**src/rtl/systolic_array_ctrl_if.sv**
```systemverilog
// systolic_array_ctrl_if: job, feed, result and status signals of the systolic array controller
// slave  (controller): takes i_valid/i_a/i_b, i_c, i_ready; drives o_ready, o_clear, o_doProcess, o_row, o_col, o_valid, o_c, o_busy
// master (job source, array and result sink): the mirror image
interface systolic_array_ctrl_if;
    logic                    i_valid;
    logic                    o_ready;
    logic [3:0][3:0][7:0]    i_a;
    logic [3:0][3:0][7:0]    i_b;
    logic                    o_clear;
    logic                    o_doProcess;
    logic [3:0][7:0]         o_row;
    logic [3:0][7:0]         o_col;
    logic [3:0][3:0][15:0]   i_c;
    logic                    o_valid;
    logic                    i_ready;
    logic [3:0][3:0][15:0]   o_c;
    logic                    o_busy;
    modport slave (
        input  i_valid, i_a, i_b, i_c, i_ready,
        output o_ready, o_clear, o_doProcess, o_row, o_col, o_valid, o_c, o_busy
    );
    modport master (
        output i_valid, i_a, i_b, i_c, i_ready,
        input  o_ready, o_clear, o_doProcess, o_row, o_col, o_valid, o_c, o_busy
    );
endinterface

```
**src/rtl/systolic_array_ctrl.sv**
```systemverilog
// systolic_array_ctrl: job sequencer for a 4x4 8-bit systolic array (clear, skewed feed, drain, result hand-off)
// i_clk  : clock
// i_arst : synchronous active-high reset
// bus    : systolic_array_ctrl_if.slave carrying job handshake, edge feeds, PE results and result handshake
module systolic_array_ctrl #(
    parameter int N            = 4,
    parameter int DRAIN_CYCLES = 2
) (
    input  logic                  i_clk,
    input  logic                  i_arst,
    systolic_array_ctrl_if.slave  bus
);
    localparam int BEATS = 3 * N - 2;
    if (N != 4) begin : g_bad_n
        $fatal(1, "systolic_array_ctrl: N must be 4");
    end
    if (DRAIN_CYCLES < 1 || DRAIN_CYCLES > 15) begin : g_bad_drain
        $fatal(1, "systolic_array_ctrl: DRAIN_CYCLES must be 1..15");
    end
    typedef enum logic [2:0] {IDLE, CLEAR, FEED, DRAIN, DONE} state_t;
    state_t               state, state_n;
    logic [3:0]           cnt, cnt_n;
    logic [3:0][3:0][7:0] a_q, b_q;
    logic [3:0][7:0]      row_n, col_n;
    logic                 last_beat, last_drain;
    int                   k;
    assign last_beat  = cnt == 4'(BEATS - 1);
    assign last_drain = cnt == 4'(DRAIN_CYCLES - 1);
    always_comb begin
        state_n = state;
        cnt_n   = cnt;
        row_n   = '0;
        col_n   = '0;
        k       = 0;
        case (state)
            IDLE:    state_n = bus.i_valid ? CLEAR : IDLE;
            CLEAR: begin
                state_n = FEED;
                cnt_n   = '0;
            end
            FEED: begin
                state_n = last_beat ? DRAIN : FEED;
                cnt_n   = last_beat ? 4'd0 : cnt + 4'd1;
            end
            DRAIN: begin
                state_n = last_drain ? DONE : DRAIN;
                cnt_n   = last_drain ? 4'd0 : cnt + 4'd1;
            end
            DONE:    state_n = bus.i_ready ? IDLE : DONE;
            default: state_n = IDLE;
        endcase
        // Feeds are computed for the beat about to start so they can be registered;
        // lane i lags by i beats, giving the diagonal wavefront the array expects.
        for (int i = 0; i < 4; i++) begin
            k = int'(cnt_n) - i;
            if (state_n == FEED && k >= 0 && k < 4) begin
                row_n[i] = a_q[i][k[1:0]];
                col_n[i] = b_q[k[1:0]][i];
            end
        end
    end
    always_ff @(posedge i_clk) begin
        if (i_arst) begin
            state           <= IDLE;
            cnt             <= '0;
            a_q             <= '0;
            b_q             <= '0;
            bus.o_c         <= '0;
            bus.o_row       <= '0;
            bus.o_col       <= '0;
            bus.o_clear     <= 1'b0;
            bus.o_doProcess <= 1'b0;
            bus.o_valid     <= 1'b0;
            bus.o_busy      <= 1'b0;
            bus.o_ready     <= 1'b1;
        end else begin
            state <= state_n;
            cnt   <= cnt_n;
            if (state == IDLE && bus.i_valid) begin
                a_q <= bus.i_a;
                b_q <= bus.i_b;
            end
            if (state == DRAIN && last_drain) bus.o_c <= bus.i_c;
            bus.o_row       <= row_n;
            bus.o_col       <= col_n;
            bus.o_clear     <= state_n == CLEAR;
            bus.o_doProcess <= state_n == FEED || state_n == DRAIN;
            bus.o_valid     <= state_n == DONE;
            bus.o_busy      <= state_n != IDLE;
            bus.o_ready     <= state_n == IDLE;
        end
    end
endmodule

```
**src/flat_wrapper.sv**
```systemverilog
// flat-port wrapper written by rule: the top's interface ports become plain ports
module systolic_array_ctrl_flat 
#(
    parameter int N            = 4,
    parameter int DRAIN_CYCLES = 2
)
  (i_clk, i_arst, bus_i_valid, bus_i_a, bus_i_b, bus_i_c, bus_i_ready, bus_o_ready, bus_o_clear, bus_o_doProcess, bus_o_row, bus_o_col, bus_o_valid, bus_o_c, bus_o_busy);
  systolic_array_ctrl_if bus_i ();
  input  logic i_clk;
  input  logic i_arst;
  input wire logic [$bits(bus_i.i_valid)-1:0] bus_i_valid;
  input wire logic [$bits(bus_i.i_a)-1:0] bus_i_a;
  input wire logic [$bits(bus_i.i_b)-1:0] bus_i_b;
  input wire logic [$bits(bus_i.i_c)-1:0] bus_i_c;
  input wire logic [$bits(bus_i.i_ready)-1:0] bus_i_ready;
  output wire logic [$bits(bus_i.o_ready)-1:0] bus_o_ready;
  output wire logic [$bits(bus_i.o_clear)-1:0] bus_o_clear;
  output wire logic [$bits(bus_i.o_doProcess)-1:0] bus_o_doProcess;
  output wire logic [$bits(bus_i.o_row)-1:0] bus_o_row;
  output wire logic [$bits(bus_i.o_col)-1:0] bus_o_col;
  output wire logic [$bits(bus_i.o_valid)-1:0] bus_o_valid;
  output wire logic [$bits(bus_i.o_c)-1:0] bus_o_c;
  output wire logic [$bits(bus_i.o_busy)-1:0] bus_o_busy;
  assign bus_i.i_valid = bus_i_valid;
  assign bus_i.i_a = bus_i_a;
  assign bus_i.i_b = bus_i_b;
  assign bus_i.i_c = bus_i_c;
  assign bus_i.i_ready = bus_i_ready;
  assign bus_o_ready = bus_i.o_ready;
  assign bus_o_clear = bus_i.o_clear;
  assign bus_o_doProcess = bus_i.o_doProcess;
  assign bus_o_row = bus_i.o_row;
  assign bus_o_col = bus_i.o_col;
  assign bus_o_valid = bus_i.o_valid;
  assign bus_o_c = bus_i.o_c;
  assign bus_o_busy = bus_i.o_busy;
  systolic_array_ctrl #(.N(N), .DRAIN_CYCLES(DRAIN_CYCLES)) u_core (.i_clk(i_clk), .i_arst(i_arst), .bus(bus_i));
endmodule
```
**config.mk**
```make
export PLATFORM = sky130hd
export DESIGN_NAME = systolic_array_ctrl_flat
export DESIGN_NICKNAME = d
export VERILOG_FILES = /design/src/rtl/systolic_array_ctrl_if.sv /design/src/rtl/systolic_array_ctrl.sv /design/src/flat_wrapper.sv
export SDC_FILE = /design/constraint.sdc
export NUM_CORES = 1
export LEC_CHECK = 0
export CAP_MARGIN = 20
export CORE_AREA = 4 4 328 330
export DETAILED_ROUTE_END_ITERATION = 16
export DIE_AREA = 0 0 332 334
export GPL_ROUTABILITY_DRIVEN = 0
export GPL_TIMING_DRIVEN = 0
export MAX_ROUTING_LAYER = met4
export PLACE_DENSITY = 0.56
export RECOVER_POWER = 25
export SYNTH_ARGS = -nofsm -noshare
export SYNTH_HDL_FRONTEND = slang
export SYNTH_SLANG_ARGS = --single-unit
```
**constraint.sdc**
```tcl
create_clock -name i_clk -period 5.1 [get_ports i_clk]
set_input_delay 1.02 -clock i_clk [delete_from_list [all_inputs] [get_ports i_clk]]
set_output_delay 1.02 -clock i_clk [all_outputs]
set_load 0.1 [all_outputs]
```
* Yosys cells after proc, flatten, opt, wreduce, memory -nomap -nowiden
Cells that the tools add are included.
** Word-level totals
- Bits in registers :: 588
- Input port bits :: 516
- Output and inout bits :: 325
- Word-level logic and storage cells :: 135
** Operators by class
- Add/sub/neg operators :: 4
- $lt $le $gt $ge :: 12
- Eq/ne operators :: 10
- Muxes and demuxes :: 24
- Bitwise gates (word level) :: 4
- Reduce and logical (&&, ||, !) cells :: 18
** Operators by type and width (number)
- $bmux 32 s2 :: 4
- $ge 32x1->1 const B :: 3
- $lt 32x4->1 const B :: 3
- $bmux 8 s2 :: 4
- $mux 8 :: 5
- $mux 32 :: 1
- $mux 24 :: 1
- $mux 16 :: 1
- $pmux 3 s5 :: 1
- $eq 3x2->1 const B :: 4
- $lt 2x3->1 const B :: 4
- $pmux 4 s3 :: 1
- $logic_and 1x1->1 :: 10
- $sub 4x2->5 const B :: 2
- $mux 4 :: 2
- $reduce_or 2->1 :: 4
- $eq 3x1->1 const B :: 2
- $eq 3x3->1 const B :: 2
- $logic_not 3->1 :: 2
- $mux 3 :: 2
- $sub 4x1->5 const B :: 1
- $add 4x1->4 const B :: 1
- $eq 4x1->1 const B :: 1
- $eq 4x4->1 const B :: 1
- other kinds (6) :: 10

* Longest topological paths before layout
- Depth after elaboration :: 9
- Depth in mapped cells :: 13
- Gate-level depth less buffers :: 11

* Worst setup path after synthesis
OpenSTA, ideal clock, no wires.
- Path kind :: reg2reg
- Start :: reg u_core.cnt[1]
- End :: reg u_core.bus.o_col[16]
- Library setup time :: 0.065 ns
- Arrival :: 3.230 ns
- Data required time :: 5.035 ns
- Setup slack :: 1.805 ns
- Cell stages (with the launch flop) :: 12
- Buffers on the path :: 2
- Period minus slack after synthesis :: 3.295 ns
- Cells stage by stage :: dfxtp_1 -> inv_1 -> ha_1 -> and4bb_2 -> a311oi_2 -> o21ai_2 -> clkbuf_1 -> ha_1 -> or4_1 -> a2111o_1 -> buf_6 -> nor2b_1
** On the way
- Cells in the longest elaborated chain, start to end :: 9
- Elaborated cells on any way between the ends :: 19
- Those cells by class :: 2 x add/sub; 2 x order compare; 3 x eq/ne; 8 x mux; 1 x bitwise; 3 x reduce/logical
** Ends and longest elaborated chain
- start, declared :: RTL line systolic_array_ctrl.sv:22 : logic [3:0] cnt, cnt_n;
- start signal, assigned :: RTL line systolic_array_ctrl.sv:78 : cnt <= cnt_n;
- $add 4x1->4, or another cell as far along :: RTL line systolic_array_ctrl.sv:43, systolic_array_ctrl.sv:47
- $mux 4 (on tied branches) :: RTL line systolic_array_ctrl.sv:47, systolic_array_ctrl.sv:43
- $pmux 4 s3 :: RTL line systolic_array_ctrl.sv:35 : case (state)
- $sub 4x2->5 :: RTL line systolic_array_ctrl.sv:55 : k = int'(cnt_n) - i;
- $ge 32x1->1 :: RTL line systolic_array_ctrl.sv:56 : if (state_n == FEED && k >= 0 && k < 4) begin
- $logic_and 1x1->1 (2 in a row) :: RTL line systolic_array_ctrl.sv:56
- $not 1->1 (no source line)
- $reduce_or 2->1 (no source line)
- end signal, assigned :: RTL line systolic_array_ctrl.sv:85 : bus.o_col <= col_n;
- end, declared :: RTL line systolic_array_ctrl_if.sv:20 : output o_ready, o_clear, o_doProcess, o_row, o_col, o_valid, o_c, o_busy
Several ways; a longest one is shown, not always the timed one. The select of a mux whose other input is x is not followed.
A chain may end at the register's enable or synchronous reset.

* Worst setup path in the final report
- Start :: reg u_core.cnt[0]
- End :: reg u_core.bus.o_row[26]
** On the way
- Cells in the longest elaborated chain, start to end :: 9
- Elaborated cells on any way between the ends :: 19
- Those cells by class :: 2 x add/sub; 2 x order compare; 3 x eq/ne; 8 x mux; 1 x bitwise; 3 x reduce/logical
** Ends and longest elaborated chain
- $add 4x1->4, or another cell as far along :: RTL line systolic_array_ctrl.sv:43, systolic_array_ctrl.sv:47
- $mux 4 (on tied branches) :: RTL line systolic_array_ctrl.sv:47, systolic_array_ctrl.sv:43
- $pmux 4 s3 :: RTL line systolic_array_ctrl.sv:35
- $sub 4x2->5 :: RTL line systolic_array_ctrl.sv:55
- $ge 32x1->1 :: RTL line systolic_array_ctrl.sv:56
- $logic_and 1x1->1 (2 in a row) :: RTL line systolic_array_ctrl.sv:56
- $not 1->1 (no source line)
- $reduce_or 2->1 (no source line)
- end signal, assigned :: RTL line systolic_array_ctrl.sv:84 : bus.o_row <= row_n;
- end, declared :: RTL line systolic_array_ctrl_if.sv:20
Several ways; a longest one is shown, not always the timed one. The select of a mux whose other input is x is not followed.

==> results.md <==
* Wire length on met2 at 48110 µm
* Starting Density at 0.2042
* Sequential Power Share at 0.414
* Largest net degree at the start of global routing at 13
* Wire length per cell at 20.92 µm
* Tcrit/Tclk final at 0.9236
* Post-DP HPWL at 82160 µm
* Clock Skews at 0.01733 ns
* Synth top area share at 0.5500
* Sw frac at 0.2532
* Synth Area in XOR/XNOR at 0.0008184
* Chip Height at 334 µm
* Synth Area in Simple Gates at 0.2106
* Sequential area share after synthesis at 0.5500
* Adder-cell area share of the yosys netlist at 0.004092
* Proportion of synthesized area in mux cells at 0.06781
* CTS tree: yes
* First-pass GRT wire length at 143200 µm
* Proportion of synthesized flip-flops having asynchronous set or reset at 0
* Synthesized area at 21400 µm²
* Synth-to-Final Area Change at 60.03%
* Multi-input logic area at 8843 µm²
* Pwr Density at 341.1 nW/µm²
* Clk Latency, worst-skew pair at 0.63 ns
* Share of cells above drive strength 1 at 0.06102
* Clock slew at reported path FFs at 0.06 ns
* Initial antenna violation count at 32
* Crit path DAT at 5.20 ns
* Netlist cell types at 46
* IO Pins at 841
* R2R Path Start: u_core.cnt[0]$_SDFF_PP0_
* Synth Register Bits at 588
* Clock buffer depth at 3
* Vias in the first global route at 20952
* M1 wire length at 43590 µm
* Cells after synthesis at 2528
* Placed cells at 4764
* Top delay family on crit path: buffers and inverters
* Yosys warns at 0
* Avg Vias per Cell at 4.281
* Post-layout min period at 4.711 ns
* Total power at 11.69 mW
* Hold Vio Cnt, Final at 0
* Worst hold path class: reg -> reg
* Setup ws final at 0.3894 ns
* Gr ovfl total at 0
* Net switching power at 2.959 mW
* Crit path capture type: register
* DRT iter0 DRCs at 1284
* Largest stage delay on the critical path at 0.79 ns
* Top FF cell, synth: dfxtp_1
* Status: finished clean
* Most frequent cells after synthesis: nand2_1, dfxtp_1, a21oi_1
* Pins Over Slew Limit at 0
* Met3 wire len at 7451 µm
* Syn avg cell area at 8.467 µm²
* Slew margin rel. at 0.1907
* Most common cell in the netlist: nand2_1
* # rows at 119
* Req. time, crit path at 5.59 ns
* Total GRT Usage at 0.1809
* Slowest cell on the critical path: clkbuf_1
* Area leader, netlist: dfxtp_1
* Number of detailed-route iterations in the first pass at 9
* Crit Path Max Fanout at 12
* Top Layer Used: met4
* P_leak at 12.06 nW
* Post-synth EDFFs at 0
* Max_cap viols at 0
* Max Fclk at 0.2123 GHz
* Post-synthesis compound-gate area fraction at 0.1299
* Number of buffers added on ports at 839
* RSZ-0062 raised after global routing: no
* Critical path class: reg -> reg
* Die Area at 110900 µm²
* Max IR drop VDD at 0.2596 mV
* Comb power frac at 0.118
* Slew @ Worst Pin at 1.214 ns
* Core region area at 104800 µm²
* Synth top area cells: dfxtp_1, nand2_1, a21oi_1
* Num CTS Buffers at 72
* Sink Count at 588
* Die width at 332 µm
* Clk root buf: clkbuf_16
* Int Power at 8.726 mW
* Cell chain of the critical path: ha_1 -> nor2b_1 -> a311oi_2 -> o21ai_2 -> clkbuf_1 -> ha_1 -> clkbuf_1 -> mux4_2 -> nor2b_1
* Post-CTS Setup Inserts at 0
* Vias at 21079
* Hold wc startpoint: u_core.bus.o_c[217]$_SDFFE_PP0P_
* Pre-CTS setup slack at 0.4224 ns
* Final ANT Viol Nets at 0
* Fillers at 11195
* Setup TNS at 0 ns
* Final nets at 3970
* Final Setup Violations at 0
* H-tree Lvls at 3
* Cts repair resizes at 0
* Clock power frac at 0.469
* WP buf/inv at 2
* Routed WL at 103000 µm
* Register area at 11770 µm²
* Startpoint Class: register
* Largest family of logic cells by synthesized area: simple AND/OR/NAND/NOR gates
* Drt drc at 0
* Launching element of the worst setup path: u_core.cnt[0]$_SDFF_PP0_
* Mapped Nets at 3051
* Post-route insts no fill at 4924
* Count of hold-fix buffers inserted at cts at 0
per-stage QoR:
step	cell area, µm²	utilization	hold slack [ns]
after global placement	31540	0.3009	0.4380
after floorplan	21400	-	0.4331
after CTS	34210	0.3264	0.4529
after global routing	34250	0.3267	0.4641
final	34250	0.3268	0.4491
after detailed placement	31660	0.3021	0.4449
sequential cells by signal, indices dropped and copies added (netlist names):
register,cells
u_core.a_q,128
u_core.b_q,128
u_core.bus.o_busy,1
u_core.bus.o_c,256
u_core.bus.o_clear,1
u_core.bus.o_col,32
u_core.bus.o_doProcess,1
u_core.bus.o_ready,1
u_core.bus.o_row,32
u_core.bus.o_valid,1
u_core.cnt,4
u_core.state,3
layer usage:
layer | vias to the layer above | global-route usage
li1 | 10174 | -
met3 | 178 | 0.04769
met4 | 0 | 0.07722
met1 | 9941 | 0.2204
met2 | 786 | 0.2835
met5 | - | -
layout make-up:
| class | instances | share of cell area |
|---|---|---|
| Sequential cell | 588 | 0.3436 |
| Multi-Input combinational cell | 1743 | 0.2582 |
| Timing Repair Buffer | 845 | 0.2480 |
| Clock buffer | 107 | 0.06323 |
| Tap cell | 1391 | 0.05081 |
| Buffer | 192 | 0.02246 |
| Clock inverter | 27 | 0.01121 |
| Antenna cell | 26 | 0.001899 |
| Inverter | 5 | 0.0005479 |
power groups by stage:
stage	Combinational, mW	Clock (mW)	Sequential (mW)
after floorplan	0.580	0	4.98
after global placement	1.37	0	4.93
after detailed placement	1.38	0	4.93
after CTS	1.39	5.60	4.83
after global routing	1.48	5.77	4.85
final	1.38	5.47	4.83
path summary, 6_finish.rpt:
| check | to | slack, ns | cells after the start |
|---|---|---|---|
| worst max register to register | u_core.bus.o_row[26]$_SDFF_PP0_ | 0.39 | 9 |
| worst min register to register | u_core.bus.o_c[217]$_SDFFE_PP0P_ | 0.45 | 2 |
| worst min-delay path | u_core.bus.o_c[217]$_SDFFE_PP0P_ | 0.45 | 2 |
| worst max-delay path | u_core.bus.o_row[26]$_SDFF_PP0_ | 0.39 | 9 |
cell usage in the layout (no fill, tap or decap), types with 3 or more instances in the layout:
| cell | n |
|---|---|
| bufinv_16 | 7 |
| a211oi_1 | 3 |
| a21oi_1 | 514 |
| buf_6 | 5 |
| nor4b_1 | 3 |
| nand3_1 | 3 |
| buf_2 | 6 |
| buf_1 | 6 |
| clkbuf_16 | 74 |
| clkbuf_1 | 190 |
| clkbuf_8 | 19 |
| diode_2 | 26 |
| inv_6 | 3 |
| mux4_2 | 64 |
| nor2_1 | 11 |
| clkinv_4 | 4 |
| nand2_1 | 1031 |
| ha_1 | 7 |
| dfxtp_1 | 588 |
| o21ai_0 | 5 |
| clkinv_2 | 10 |
| nor3_1 | 4 |
| inv_1 | 4 |
| dlygate4sd3_1 | 118 |
| clkdlybuf4s50_1 | 721 |
| and2b_1 | 3 |
| nor2b_1 | 64 |
cells by family after synthesis:
logic type / after synthesis
AOI/OAI and AO/OA: 536
xor gates and xnor gates: 2
adders and majority gates: 7
buffers and inverters: 197
DFF: 588
muxes: 65
and+or+nand+nor: 1133
tightest hold or removal path, stage by stage (launching register included):
cell and delay [ns]:
dfxtp_1 0.30, nand2_1 0.05, a21oi_1 0.05
No activity file was read; power rests on OpenSTA's default activity.
==> variant, RTL diff (same flow settings) <==
Re-encode `state_t` (5 states) as one-hot, 5 bits wide.
--- a/src/rtl/systolic_array_ctrl.sv
+++ b/src/rtl/systolic_array_ctrl.sv
@@ -17,7 +17,7 @@
     if (DRAIN_CYCLES < 1 || DRAIN_CYCLES > 15) begin : g_bad_drain
         $fatal(1, "systolic_array_ctrl: DRAIN_CYCLES must be 1..15");
     end
-    typedef enum logic [2:0] {IDLE, CLEAR, FEED, DRAIN, DONE} state_t;
+    typedef enum logic [4:0] {IDLE = 5'b00001, CLEAR = 5'b00010, FEED = 5'b00100, DRAIN = 5'b01000, DONE = 5'b10000} state_t;
     state_t               state, state_n;
     logic [3:0]           cnt, cnt_n;
     logic [3:0][3:0][7:0] a_q, b_q;
Formal check against the unedited RTL: same outputs for any inputs over 4 cycles, from zero or initial values and one cycle with i_arst high; so few cycles prove little.
==> variant against the unedited design <==
Area after synthesis up 2.0%; die area unchanged; largest cell class unchanged; power down 2.7%; largest power group unchanged; routed wire length up 17%; highest routed layer unchanged; sequential cell count up 2; critical path type unchanged; sequential share of layout area down 0.30 points; hold slack better by 0.0024 ns; design area up 1.2%; worst setup slack worse by 0.088 ns; count of clock-buffer cells in the layout down 11.
==> variant: results <==
group,metric,value,unit
run_status,status,"finished, final reports clean",
sta,fin_skew,0.0400,ns
logic_synthesis,synthMuxAreaShare,0.0482,
critical_path,reg2reg_to,"u_core.bus.o_col[29]$_SDFF_PP0_",
pwr,p_seq_frac,0.427,
finish,fill_cells,11300,
pwr,switching_power,2.86,mW
route,first_iter_violations,1588,
logic_synthesis,yosysSeqAreaShare,0.541,
global_route,grt_pass1_wl,165000,um
worst_hold_path,hp-start,"u_core.b_q[119]$_SDFFE_PP0P_",
route,via_per_inst,4.45,
critical_path,crit_start,"u_core.cnt[1]$_SDFF_PP0_",
finish,finalNetCount,4111,
logic_synthesis,syn_nets,3187,
global_route,track_usage,0.212,
global_route,grt_max_degree,14,
finish,layout-drive-gt1-share,0.0467,
global_route,grt_pass1_vias,22200,
critical_path,crit_arrival,5.29,ns
logic_synthesis,synthXorXnorAreaFrac,0.00195,
sta,relSlewSlack,0.0523,
global_route,antenna_found_initial,54,
place,dp_slack,0.0879,ns
sta,finalCritPeriodShare,0.941,
variant: cell count changes in the layout (fill, tap and decap cells not counted), sizes merged, moves of 21 or more:
| cell | delta |
|---|---|
| nor4b | +29 |
| a21oi | +21 |
| and3 | +32 |
| mux4 | -32 |
| clkdlybuf4s50 | +111 |
| dlygate4sd3 | -111 |
| nor2b | -64 |
| mux2i | +31 |
variant: final cells by class:
type	count	area [sq um]	share of cell area
Clock inverter	30	449	0.0130
Antenna cell	39	97.6	0.00281
Inverter	10	37.5	0.00108
Clock buffer	96	1970	0.0569
Sequential cell	590	11800	0.341
Multi-Input combinational cell	1851	9150	0.264
Buffer	213	832	0.0240
Tap cell	1391	1740	0.0502
Timing Repair Buffer	851	8590	0.248
variant: metal layers:
layer / up-vias / global-route usage / routed length, um
li1: 10800 / - / -
met1: 10700 / 0.243 / 47700
met2: 938 / 0.357 / 58500
met3: 138 / 0.0748 / 11500
met4: 0 / 0.0468 / 2390
met5: - / - / 0
variant: timing repair:
item / 4_1_cts / 5_1_grt
hold buffers: 0 / 0
gates resized for setup: 0 / 2
setup endpoints to repair: 0 / 20
variant: metrics by stage:
step	power, mW	hold slack (ns)	cells	instance area (sq um)
3_3_place_gp	6.10	0.439	4894	32000
4_1_cts	11.5	0.451	5030	34600
2_1_floorplan	5.39	0.432	2664	21800
3_5_place_dp	6.11	0.442	4904	32200
5_1_grt	11.8	0.466	5067	34700
6_report	11.4	0.451	5071	34700
variant: worst max-delay path, stage by stage (launching register included):
cell	delay, ns
dfxtp_1	0.33
inv_1	0.06
ha_1	0.18
or3b_1	0.42
a21oi_1	0.34
a21oi_1	0.18
a22oi_1	0.34
buf_2	0.50
clkbuf_1	0.52
ha_1	0.42
clkbuf_1	0.62
mux4_2	0.37
nor4b_1	0.38
